--- config.mk ---
export PLATFORM = sky130hd
export DESIGN_NAME = mem_access_unit
export DESIGN_NICKNAME = d
export VERILOG_FILES = /design/src/rtl/mem_access_unit_pkg.sv /design/src/rtl/mem_access_unit_load_store_align.sv /design/src/rtl/mem_access_unit.sv
export SDC_FILE = /design/constraint.sdc
export NUM_CORES = 1
export LEC_CHECK = 0
export ABC_CLOCK_PERIOD_IN_PS = 2500
export CAP_MARGIN = 20
export CORE_MARGIN = 4
export CORE_UTILIZATION = 40
export DETAILED_ROUTE_END_ITERATION = 10
export GPL_TIMING_DRIVEN = 0
export PLACE_DENSITY = 0.72
export SLEW_MARGIN = 20
export SYNTH_ARGS = -nofsm -noshare
export SYNTH_HDL_FRONTEND = slang
export SYNTH_SLANG_ARGS = --single-unit
--- constraint.sdc ---
create_clock -name clk -period 2.5 [get_ports clk]
set_input_delay 0.5 -clock clk [delete_from_list [all_inputs] [get_ports clk]]
set_output_delay 0.5 -clock clk [all_outputs]
set_load 0.005 [all_outputs]
--- src/rtl/mem_access_unit_pkg.sv ---
// mem_access_unit_pkg: shared state encoding and access-size codes for the memory access unit
package mem_access_unit_pkg;
   typedef enum logic [1:0] {MAU_IDLE, MAU_FETCH, MAU_LOAD, MAU_STORE} mau_state_e;
   localparam logic [1:0] SZ_B = 2'b00;
   localparam logic [1:0] SZ_H = 2'b01;
   localparam logic [1:0] SZ_W = 2'b10;
endpackage

--- src/rtl/mem_access_unit_load_store_align.sv ---
// mem_access_unit_load_store_align: access legality, store lane steering and load extraction
module mem_access_unit_load_store_align
   import mem_access_unit_pkg::*;
(
   input  logic [2:0]  funct3_i,
   input  logic [1:0]  off_i,
   input  logic        read_i,
   input  logic        write_i,
   input  logic [31:0] wdata_i,
   input  logic [2:0]  ld_funct3_i,
   input  logic [1:0]  ld_off_i,
   input  logic [31:0] rdata_i,
   output logic        fault_o,
   output logic [3:0]  wstrb_o,
   output logic [31:0] wdata_o,
   output logic [31:0] ld_data_o
);
   logic        bad_code;
   logic        misal;
   logic        sx;
   logic [15:0] sh;
   // reject illegal codes and misaligned addresses, steer store lanes, extract and extend load data
   always_comb begin
      bad_code  = (funct3_i[1:0] == 2'b11) | (funct3_i[2] & (write_i | funct3_i[1]));
      misal     = ((funct3_i[1:0] == SZ_H) & off_i[0]) | ((funct3_i[1:0] == SZ_W) & (off_i != 2'b00));
      fault_o   = (read_i & write_i) | bad_code | misal;
      wstrb_o   = funct3_i[1:0] == SZ_B ? 4'b0001 << off_i :
                  funct3_i[1:0] == SZ_H ? 4'b0011 << off_i : 4'b1111;
      wdata_o   = funct3_i[1:0] == SZ_B ? {4{wdata_i[7:0]}} :
                  funct3_i[1:0] == SZ_H ? {2{wdata_i[15:0]}} : wdata_i;
      sh        = 16'(rdata_i >> {ld_off_i, 3'b000});
      sx        = ~ld_funct3_i[2];
      ld_data_o = ld_funct3_i[1:0] == SZ_B ? {{24{sx & sh[7]}}, sh[7:0]} :
                  ld_funct3_i[1:0] == SZ_H ? {{16{sx & sh[15]}}, sh} : rdata_i;
   end
endmodule

--- src/rtl/mem_access_unit.sv ---
// mem_access_unit: runs fetch/load/store on a req/ack bus and stalls the stage counter until done
module mem_access_unit
   import mem_access_unit_pkg::*;
#(
   parameter int XLEN    = 32,
   parameter int TIMEOUT = 16
) (
   input  logic            clk,
   input  logic            rst,
   input  logic            start_fetch,
   input  logic            start_memory,
   input  logic [XLEN-1:0] pc,
   input  logic [XLEN-1:0] mem_addr,
   input  logic [XLEN-1:0] mem_wdata,
   input  logic [2:0]      mem_funct3,
   input  logic            mem_read,
   input  logic            mem_write,
   output logic            blocked,
   output logic [XLEN-1:0] instr,
   output logic            instr_valid,
   output logic [XLEN-1:0] load_data,
   output logic            access_fault,
   output logic            bus_req,
   output logic            bus_we,
   output logic [XLEN-1:0] bus_addr,
   output logic [XLEN-1:0] bus_wdata,
   output logic [3:0]      bus_wstrb,
   input  logic            bus_ack,
   input  logic [XLEN-1:0] bus_rdata
);
   localparam int CW = $clog2(TIMEOUT) + 1;
   mau_state_e      state_q, state_d;
   logic [CW-1:0]   cnt_q, cnt_d;
   logic            req_q, req_d;
   logic            we_q, we_d;
   logic [XLEN-1:0] addr_q, addr_d;
   logic [XLEN-1:0] wdata_q, wdata_d;
   logic [3:0]      wstrb_q, wstrb_d;
   logic [2:0]      f3_q, f3_d;
   logic [1:0]      off_q, off_d;
   logic [XLEN-1:0] instr_q, instr_d;
   logic            iv_q, iv_d;
   logic [XLEN-1:0] ld_q, ld_d;
   logic            fault_q, fault_d;
   logic            idle;
   logic            acc_mem;
   logic            ls_fault;
   logic [3:0]      ls_wstrb;
   logic [XLEN-1:0] ls_wdata;
   logic [XLEN-1:0] ls_ld;

   mem_access_unit_load_store_align u_align (
      .funct3_i    (mem_funct3),
      .off_i       (mem_addr[1:0]),
      .read_i      (mem_read),
      .write_i     (mem_write),
      .wdata_i     (mem_wdata),
      .ld_funct3_i (f3_q),
      .ld_off_i    (off_q),
      .rdata_i     (bus_rdata),
      .fault_o     (ls_fault),
      .wstrb_o     (ls_wstrb),
      .wdata_o     (ls_wdata),
      .ld_data_o   (ls_ld)
   );

   assign idle    = state_q == MAU_IDLE;
   assign acc_mem = start_memory & (mem_read | mem_write);
   assign blocked = (idle & (start_fetch | acc_mem)) | ~idle;

   // accept starts in IDLE, then hold the bus request until ack or timeout
   always_comb begin
      state_d = state_q;
      cnt_d   = cnt_q;
      req_d   = req_q;
      we_d    = we_q;
      addr_d  = addr_q;
      wdata_d = wdata_q;
      wstrb_d = wstrb_q;
      f3_d    = f3_q;
      off_d   = off_q;
      instr_d = instr_q;
      iv_d    = iv_q;
      ld_d    = ld_q;
      fault_d = fault_q;
      if (idle & start_fetch) begin
         fault_d = pc[1:0] != 2'b00;
         if (pc[1:0] == 2'b00) begin
            state_d = MAU_FETCH;
            cnt_d   = '0;
            req_d   = 1'b1;
            we_d    = 1'b0;
            addr_d  = {pc[XLEN-1:2], 2'b00};
            wstrb_d = 4'b0000;
            iv_d    = 1'b0;
         end
      end else if (idle & acc_mem) begin
         fault_d = ls_fault;
         if (!ls_fault) begin
            state_d = mem_write ? MAU_STORE : MAU_LOAD;
            cnt_d   = '0;
            req_d   = 1'b1;
            we_d    = mem_write;
            addr_d  = {mem_addr[XLEN-1:2], 2'b00};
            wdata_d = ls_wdata;
            wstrb_d = mem_write ? ls_wstrb : 4'b0000;
            f3_d    = mem_funct3;
            off_d   = mem_addr[1:0];
         end
      end else if (!idle) begin
         if (bus_ack) begin
            req_d   = 1'b0;
            state_d = MAU_IDLE;
            instr_d = state_q == MAU_FETCH ? bus_rdata : instr_q;
            iv_d    = state_q == MAU_FETCH ? 1'b1 : iv_q;
            ld_d    = state_q == MAU_LOAD ? ls_ld : ld_q;
         end else if (cnt_q == CW'(TIMEOUT - 1)) begin
            req_d   = 1'b0;
            fault_d = 1'b1;
            state_d = MAU_IDLE;
         end else begin
            cnt_d = cnt_q + 1'b1;
         end
      end
   end

   // state and output registers
   always_ff @(posedge clk) begin
      if (rst) begin
         state_q <= MAU_IDLE;
         cnt_q   <= '0;
         req_q   <= 1'b0;
         we_q    <= 1'b0;
         addr_q  <= '0;
         wdata_q <= '0;
         wstrb_q <= '0;
         f3_q    <= '0;
         off_q   <= '0;
         instr_q <= '0;
         iv_q    <= 1'b0;
         ld_q    <= '0;
         fault_q <= 1'b0;
      end else begin
         state_q <= state_d;
         cnt_q   <= cnt_d;
         req_q   <= req_d;
         we_q    <= we_d;
         addr_q  <= addr_d;
         wdata_q <= wdata_d;
         wstrb_q <= wstrb_d;
         f3_q    <= f3_d;
         off_q   <= off_d;
         instr_q <= instr_d;
         iv_q    <= iv_d;
         ld_q    <= ld_d;
         fault_q <= fault_d;
      end
   end

   assign instr        = instr_q;
   assign instr_valid  = iv_q;
   assign load_data    = ld_q;
   assign access_fault = fault_q;
   assign bus_req      = req_q;
   assign bus_we       = we_q;
   assign bus_addr     = addr_q;
   assign bus_wdata    = wdata_q;
   assign bus_wstrb    = wstrb_q;
endmodule

==> results.yml, run 1 <==
layout:
  antenna_cells: 0
  fin_util_pct: 62.0
  drive_gt1_share_pct: 10.3
  final.fill_count: 1501
  fin_nets: 1238
  final_common_cell: "clkdlybuf4s50_1"
  register_area_um2: 2920
  multiInputGateArea_um2: 3460
  final_cell_mix: "clkdlybuf4s50_1, nand2_1, dfxtp_1, nor2_1, a21oi_1"
  area.growth.synth_to_final_pct: 52.0
detailed_routing:
  drtPass1Iterations: 6
  routedWlPerCell_um: 18.2
  drtIter0Drc: 428
  drt-vias-per-instance: 5.36
  route.detailed.drc: 0
  wl_mm: 24.2
  route.antenna.remaining_nets: 0
  vias: 7108
place:
  dp_slack_ps: -263
  gp_congestion: 0.932
  portBuffers: 269
  hpwl_mm: 18.9
cts:
  root_buffer: "clkbuf_16"
  htreeDepth: 4
  clock_latency_ps: 420
  clockBufferDepth: 2
  clk_pin_slew_ps: 70
  cts_sinks: 146
  cts_inserted_buffers: 17
  cts_tree: "yes"
die:
  die_area_um2: 19100
  core_um2: 16600
  io_pins: 275
  start_util_pct: 40.8
  chipWidth_um: 138
  rows: 47
  die_height_um: 138
pwr:
  power.net_switching_mw: 1.69
  switching_share_pct: 28.2
  peakVddDrop_mv: 0.466
  leakagePower_nw: 3.59
  sequentialPowerShare_pct: 41.5
  pwr-share-clk_pct: 40.8
  powerDensity_nw_per_um2: 579
  fin_total_pwr_mw: 5.98
  p_comb_share_pct: 17.7
  p_int_mw: 4.29
synth:
  synth.distinct_cells: 56
  yosys_warnings: 0
  ys_ff_latch: 146
  synth-edff-count: 0
  synth.area.top_cells: "dfxtp_1, nand2_1, a311oi_2"
  synth_top_area_share_pct: 43.0
  synth.avg_cell_area_um2: 8.44
  synth-async-reset-ratio_pct: 0
  syn-instance-count: 805
  synth_seq_area_share_pct: 43.0
  synth-main-ff-cell: "dfxtp_1"
  yosys.area.top_type: "dfxtp_1"
  synth_area_um2: 6800
sta:
  finalSetupTns_ps: 0
  fin_crit_ps: 2390
  fmax_mhz: 419
  worst_slew_pin_slew_ps: 740
  setup_ws_ps: 113
  skew_ps: 6.62
  hold_violations: 0
  whs_ps: 454
  setup_viol: 0
  final_max_slew_viol_count: 0
  period_share_pct: 95.5
  relSlewSlack_pct: 50.6
  rsz0062_at_grt: "false"
setup_path:
  critPathCaptureType: "primary output"
  start_kind: "input pin"
  cp_max_fo: 6
  crit_type: "in2out"
  arrival_ps: 1890
  required_ps: 2000
global_routing:
  grt_pass1_wl_mm: 37.6
  grt_antenna_before_repair: 0
  grt_usage_pct: 24.4
  overflow: 0
  grt_pass1_vias: 6810
  grt_max_degree: 17
hold_path:
  min_path_type: "reg2reg"
run_status:
  status: "finished clean"
job:
  cap_violations: 0
## power groups by stage
stage / logic, mW / registers [mW] / clock network [mW]
6_report: 1.06 / 2.48 / 2.44
3_5_place_dp: 1.06 / 2.53 / 0
5_1_grt: 1.15 / 2.49 / 2.56
4_1_cts: 1.06 / 2.48 / 2.48
2_1_floorplan: 0.481 / 2.53 / 0
3_3_place_gp: 1.05 / 2.53 / 0
## stage by stage
stage                     instances  area (µm²)
after CTS                      1327       10300
after detailed placement       1295        9770
after floorplan                 806        6800
after global placement         1295        9770
after global routing           1327       10300
final                          1327       10300
## worst max-delay path, stage by stage
cell and delay, ps:
clkdlybuf4s50_1 530, nor3_4 240, nand2_1 120, clkdlybuf4s50_1 490
## per-layer routing
layer | share of wire (%) | routed length, µm | track usage, % | vias to the layer above
li1 | - | - | - | 3408
met4 | 3.8 | 916 | 10.5 | 0
met3 | 9.9 | 2400 | 8.49 | 55
met1 | 40 | 9640 | 28.9 | 3280
met5 | 0 | 0 | 0 | -
met2 | 46 | 11200 | 40.2 | 365
## synthesized netlist by cell type, types with 2 or more instances
| cell type | number |
|---|---|
| a211oi_2 | 10 |
| mux2_2 | 3 |
| a21oi_1 | 85 |
| nand2_1 | 187 |
| a21o_1 | 2 |
| o21ai_0 | 14 |
| mux2i_1 | 24 |
| clkbuf_1 | 49 |
| nand3b_1 | 4 |
| o2bb2ai_1 | 4 |
| a22o_1 | 6 |
| a22oi_1 | 10 |
| o2111ai_1 | 2 |
| o211ai_1 | 9 |
| inv_1 | 8 |
| nor3_1 | 3 |
| nor2_1 | 91 |
| nand2b_1 | 2 |
| buf_2 | 11 |
| nor2_2 | 3 |
| o21a_1 | 3 |
| buf_6 | 8 |
| ha_1 | 6 |
| a311oi_1 | 9 |
| or2_2 | 3 |
| a311oi_2 | 30 |
| o221ai_1 | 8 |
| dfxtp_1 | 146 |
| buf_4 | 5 |
| a211oi_1 | 28 |
| nor2b_1 | 7 |
## final timing paths
| check | start | end | slack, ps | cells past startpoint |
|---|---|---|---|---|
| worst max-delay path | start_fetch | blocked | 110 | 4 |
| worst min-delay path | instr[24] | instr[24] | 450 | 2 |
| worst max register to register | cnt_q[0] | cnt_q[2] | 400 | 7 |
| worst min register to register | instr[24] | instr[24] | 450 | 2 |
## logic make-up (layout without fill, tap and decap cells)
family / after synthesis / count (layout) / synth area share [%]
buf+inv: 83 / 384 / 6.19
compound gates: 230 / 230 / 26.6
flops: 146 / 146 / 43.0
simple gates: 311 / 311 / 18.7
mux: 28 / 28 / 4.36
other cells: 1 / 2 / 0.0552
fa+ha+maj: 6 / 6 / 1.10
## final cells by class
type                       count  area share (%)
buffer                        74            3.76
inverter                       9           0.327
clock inverter                14            1.15
multi-input combinational    577            33.5
timing repair buffer         269            26.1
clock buffer                  18            4.25
tap                          220            2.67
sequential                   146            28.3
## state kept, by name, indices dropped and copies added, names as in the netlist
signal	count
load_data	32
state_q	2
bus_wdata	32
bus_wstrb	4
bus_req	1
cnt_q	5
access_fault	1
bus_addr	30
bus_we	1
instr	32
off_q	2
instr_valid	1
f3_q	3
## timing repair
| action | 4_1_cts | 5_1_grt |
|---|---|---|
| hold buffers | 0 | 0 |
| buffers inserted | 0 | 0 |
| endpoints found under the hold margin | 0 | 0 |
| resized for setup | 0 | 2 |
| endpoints found under the setup margin | 0 | 8 |
Note: power is estimated with default switching activity, not from simulation.
==> inputs of run 2 (changes only) <==
- ABC_AREA: unset -> 1
==> results.yml, run 2 <==
layout:
  area.growth.synth_to_final_pct: 52.6
  multiInputGateArea_um2: 3280
  final_cell_mix: "clkdlybuf4s50_1, nand2_1, dfxtp_1, nor2_1, o21ai_0"
  final_common_cell: "clkdlybuf4s50_1"
  register_area_um2: 2920
  final.fill_count: 1546
  instances_no_fill: 1526
  antenna_cells: 0
  finalInstanceArea_um2: 10400
  fin_nets: 1438
  drive_gt1_share_pct: 6.20
setup_path:
  crit_type: "in2out"
  reg2reg_to: "cnt_q[0]"
  critPathCaptureType: "primary output"
  required_ps: 2000
  timing.rr.start: "cnt_q[0]"
  cp_max_fo: 7
  reg2reg_depth: 8
  arrival_ps: 1600
  start_kind: "input pin"
  reg2reg_slack_ps: 740
sta:
  worst_slew_pin_slew_ps: 557
  skew_ps: 5.89
  rsz0062_at_grt: "false"
  setup_viol: 0
  final_max_slew_viol_count: 0
  relSlewSlack_pct: 62.9
  setup_ws_ps: 401
  fmax_mhz: 476
  period_share_pct: 84.0
  fin_crit_ps: 2100
  hold_violations: 0
synth:
  synth.distinct_cells: 32
  synth_commonest_cells: "nand2_1, dfxtp_1, nor2_1"
  synth_top_area_share_pct: 42.9
  synth_area_um2: 6810
  synth-main-ff-cell: "dfxtp_1"
  ys_ff_latch: 146
  yosys.area.top_type: "dfxtp_1"
  synth_most_common_cell: "nand2_1"
  synth.area.top_cells: "dfxtp_1, nand2_1, o21ai_0"
  syn-instance-count: 1003
  synth-edff-count: 0
  synth.avg_cell_area_um2: 6.79
  yosys_warnings: 0
  synth_seq_area_share_pct: 42.9
  synth-async-reset-ratio_pct: 0
place:
  hpwl_mm: 18.3
  placedCellCount: 1495
  dp_slack_ps: -99.9
  gp_congestion: 0.913
  portBuffers: 271
  dpl-instance-area_um2: 9800
run_status:
  status: "finished clean"
cts:
  root_buffer: "clkbuf_16"
  cts_setup_buffers: 0
  cts_inserted_buffers: 17
  cts_sinks: 146
  clockBufferDepth: 2
  clock_latency_ps: 420
  cts_tree: "yes"
  clk_pin_slew_ps: 60
  htreeDepth: 4
pwr:
  switching_share_pct: 26.3
  powerDensity_nw_per_um2: 591
  p_int_mw: 4.53
  p_comb_share_pct: 18.4
  pwr-share-clk_pct: 40.7
  sequentialPowerShare_pct: 40.9
  peakVddDrop_mv: 0.474
  leakagePower_nw: 4.25
  power.net_switching_mw: 1.61
die:
  die_area_um2: 19200
  start_util_pct: 40.9
  core_um2: 16600
  io_pins: 275
  chipWidth_um: 138
  die_height_um: 138
  rows: 47
hold_path:
  hold_path_depth: 2
  holdPathEnd: "instr[15]"
  min_path_type: "reg2reg"
  hold_start: "instr[15]"
global_routing:
  busiest_layer: "met2"
  grt_pass1_wl_mm: 37.7
  grt_pass1_vias: 7218
  grt_max_degree: 17
  grtUsageMet1_pct: 29.9
  grtUsageMet2_pct: 40.2
  grt_antenna_before_repair: 0
  grt_usage_pct: 24.0
  grtUsageMet3_pct: 6.91
  overflow: 0
detailed_routing:
  route.detailed.drc: 0
  route.antenna.remaining_nets: 0
  vias: 7532
  drt-vias-per-instance: 4.94
  routedWlPerCell_um: 15.6
  wl_mm: 23.7
  drtPass1Iterations: 5
  drtIter0Drc: 550
job:
  cap_violations: 0
run 2: cell count changes in the layout (fill, tap and decap cells not counted), sizes merged, moves of 8 or more:
cell	before	now
o21ai	15	126
nand2	187	251
inv	17	80
nand3	1	56
a311oi	39	0
a211oi	38	0
nor2	94	132
mux2i	24	0
a21oi	86	106
clkbuf	67	55
a22oi	10	0
o22ai	1	11
o221ai	8	0
run 2: what timing repair did:
action	CTS	global route
pin swaps	0	0
hold buffers	0	0
gates resized for setup	2	1
setup endpoints to repair	1	1
run 2: power groups by stage:
| stage | combinational, mW | sequential [mW] | clock, mW |
|---|---|---|---|
| 6_report | 1.13 | 2.51 | 2.50 |
| 5_1_grt | 1.24 | 2.53 | 2.63 |
| 3_5_place_dp | 1.12 | 2.56 | 0 |
| 3_3_place_gp | 1.11 | 2.56 | 0 |
| 4_1_cts | 1.13 | 2.51 | 2.52 |
| 2_1_floorplan | 0.502 | 2.57 | 0 |
run 2: worst max path at each step:
| stage | startpoint | to | slack [ps] |
|---|---|---|---|
| 2_1_floorplan | mem_addr[1] | bus_addr[23] | 930 |
| 3_3_place_gp | mem_write | blocked | -90 |
| 3_5_place_dp | mem_write | blocked | -100 |
| 4_1_cts | mem_write | blocked | 30 |
| 5_1_grt | mem_addr[0] | bus_addr[18] | 320 |
| 6_report | mem_write | blocked | 400 |
run 2: worst max-delay path: stages:
cell,delay (ps)
clkdlybuf4s50_1,500
inv_1,70
nand2_1,100
nand3_4,140
nand3_4,130
dlymetal6s2s_1,150
run 2: through the flow:
stage          util [%]  setup TNS, ps  power (mW)  hold slack [ps]
2_1_floorplan         -              0        3.07              438
3_3_place_gp       58.9          -86.9        3.67              432
3_5_place_dp       58.9          -99.9        3.68              435
4_1_cts            62.4              0        6.17              445
5_1_grt            62.4              0        6.39              458
6_report           62.4              0        6.14              443
run 2: metal layers:
| layer | vias up | share of wire (%) | wire length, µm |
|---|---|---|---|
| li1 | 3821 | - | - |
| met1 | 3412 | 42 | 9980 |
| met3 | 33 | 8.2 | 1950 |
| met5 | - | 0 | 0 |
| met2 | 266 | 48 | 11400 |
| met4 | 0 | 2.0 | 464 |
run 2: layout make-up:
cell class	instances	share of cell area, %
Timing Repair Buffer	271	26.1
Clock inverter	9	1.04
Inverter	80	2.92
Tap cell	220	2.65
Clock buffer	22	4.47
Buffer	64	3.07
Sequential cell	146	28.1
Multi-Input combinational cell	714	31.6
run 2: kinds of logic (layout without fill, tap and decap cells):
logic type | count (synthesis) | after routing | share of synthesized area (%)
and+or+nand+nor | 458 | 458 | 28.1
AOI/OAI and AO/OA | 247 | 247 | 18.5
DFF | 146 | 146 | 42.9
buffers and inverters | 144 | 446 | 9.14
adders and majority gates | 6 | 6 | 1.10
other | 1 | 2 | 0.0551
xor gates and xnor gates | 1 | 1 | 0.129
==> inputs of run 3 (changes only) <==
- ABC_CLOCK_PERIOD_IN_PS: 2500 -> 1700
- CORE_UTILIZATION: 40 -> 39
- PLACE_DENSITY: 0.72 -> 0.73
- clock period: 2.5 -> 1.7 ns (I/O delays scaled with it)
==> results.yml, run 3 (synthesis gave the netlist of run 2 again) <==
sta:
  worst_slew_pin_slew_ps: 562
  final_max_slew_viol_count: 0
  skew_ps: 6.16
  relSlewSlack_pct: 62.5
  fin_crit_ps: 1670
  rsz0062_at_grt: "true"
  period_share_pct: 98.3
  whs_ps: 361
  setup_viol: 0
  fmax_mhz: 599
  finalSetupTns_ps: 0
  hold_violations: 0
hold_path:
  hold_path_depth: 3
  hold_start: "mem_funct3[0]"
  min_path_type: "in2reg"
  holdPathEnd: "f3_q[0]"
setup_path:
  start_kind: "flop"
  timing.rr.start: "cnt_q[0]"
  required_ps: 2050
  cp_max_fo: 5
  arrival_ps: 2020
  crit_type: "reg2reg"
  reg2reg_slack_ps: 30
  reg2reg_to: "cnt_q[0]"
  reg2reg_depth: 10
  critPathCaptureType: "flop"
detailed_routing:
  drtPass1Iterations: 5
  wl_mm: 24.0
  routedWlPerCell_um: 15.6
  drtIter0Drc: 402
  vias: 7741
  route.detailed.drc: 0
  drt-vias-per-instance: 5.02
  route.antenna.remaining_nets: 0
die:
  die_height_um: 140
  start_util_pct: 39.6
  die_area_um2: 19600
  io_pins: 275
  core_um2: 17200
  rows: 48
  chipWidth_um: 140
cts:
  cts_inserted_buffers: 17
  cts_sinks: 146
  root_buffer: "clkbuf_16"
  htreeDepth: 4
  clk_pin_slew_ps: 60
  clock_latency_ps: 420
  clockBufferDepth: 2
  cts_tree: "yes"
layout:
  drive_gt1_share_pct: 9.18
  instances_no_fill: 1543
  area.growth.synth_to_final_pct: 55.9
  fin_nets: 1450
  antenna_cells: 0
  final_cell_mix: "clkdlybuf4s50_1, nand2_1, dfxtp_1, nor2_1, o21ai_0"
  final_common_cell: "clkdlybuf4s50_1"
global_routing:
  busiest_layer: "met2"
  grt_pass1_wl_mm: 37.3
  grtUsageMet2_pct: 40.6
  grt_usage_pct: 23.5
  overflow: 0
  grt_pass1_vias: 7302
  grtUsageMet1_pct: 27.9
  grt_antenna_before_repair: 0
  grt_max_degree: 17
  grtUsageMet3_pct: 7.99
pwr:
  powerDensity_nw_per_um2: 854
  switching_share_pct: 26.5
  peakVddDrop_mv: 0.693
  leakagePower_nw: 4.39
  power.net_switching_mw: 2.40
  fin_total_pwr_mw: 9.07
  pwr-share-clk_pct: 39.9
  sequentialPowerShare_pct: 40.8
  p_comb_share_pct: 19.3
  p_int_mw: 6.66
place:
  placedCellCount: 1500
  portBuffers: 271
  hpwl_mm: 18.3
  gp_congestion: 0.934
run_status:
  status: "finished clean"
job:
  cap_violations: 0
==> run 3: final cells by class <==
cell class,instances,area (µm²)
buffer,64,355
fill,1597,6570
sequential,146,2930
multi-input combinational,715,3360
timing repair buffer,282,2810
inverter,80,314
tap,225,282
clock buffer,21,450
clock inverter,10,111
==> run 3: per-stage QoR <==
stage / setup WS [ps] / cell area [µm²] / utilization (%)
4_1_cts: 0.319 / 10500 / 60.9
6_report: 29.7 / 10600 / 61.8
3_5_place_dp: -615 / 9800 / 57.1
5_1_grt: -11.9 / 10600 / 61.8
2_1_floorplan: 161 / 6810 / -
3_3_place_gp: -569 / 9800 / 57.1
==> run 3: timing repair <==
item,4_1_cts,5_1_grt
pin swaps,8,11
resized for setup,20,56
hold buffers,0,0
setup buffers,7,4
endpoints found under the setup margin,80,94
cloned,1,0
==> run 3: how the worst max path moves through the flow <==
stage          slack, ps  depth (start not counted)     startpoint             to
6_report              30                         10       cnt_q[0]       cnt_q[0]
5_1_grt              -10                          9       cnt_q[0]       cnt_q[4]
4_1_cts              0.3                         10  mem_funct3[2]   bus_addr[16]
3_5_place_dp        -620                         12    mem_addr[0]    bus_addr[7]
3_3_place_gp        -570                         11    mem_addr[0]  bus_wdata[20]
2_1_floorplan        160                          8       cnt_q[0]       cnt_q[0]
==> run 3: metal layers <==
layer  vias up  wire, µm
li1       3849         -
met1      3503      9730
met2       347     11700
met3        42      2100
met4         0       461
met5         -         0
==> run 3: power by group through the flow <==
stage	combinational, mW	sequential, mW	clock, mW
after floorplan	0.738	3.77	0
after global placement	1.64	3.76	0
after detailed placement	1.65	3.77	0
after CTS	1.70	3.70	3.68
after global routing	1.91	3.72	3.82
final	1.75	3.70	3.62
==> run 3: worst max-delay path, cell delays in order, from the launching register on <==
cell and delay [ps]:
dfxtp_2 330, ha_2 200, nand2_1 80, nor2_1 50
ha_2 180, o211ai_1 220, buf_4 170, nand4_4 100
nand2_1 110, nand2_1 60, nor2_1 110
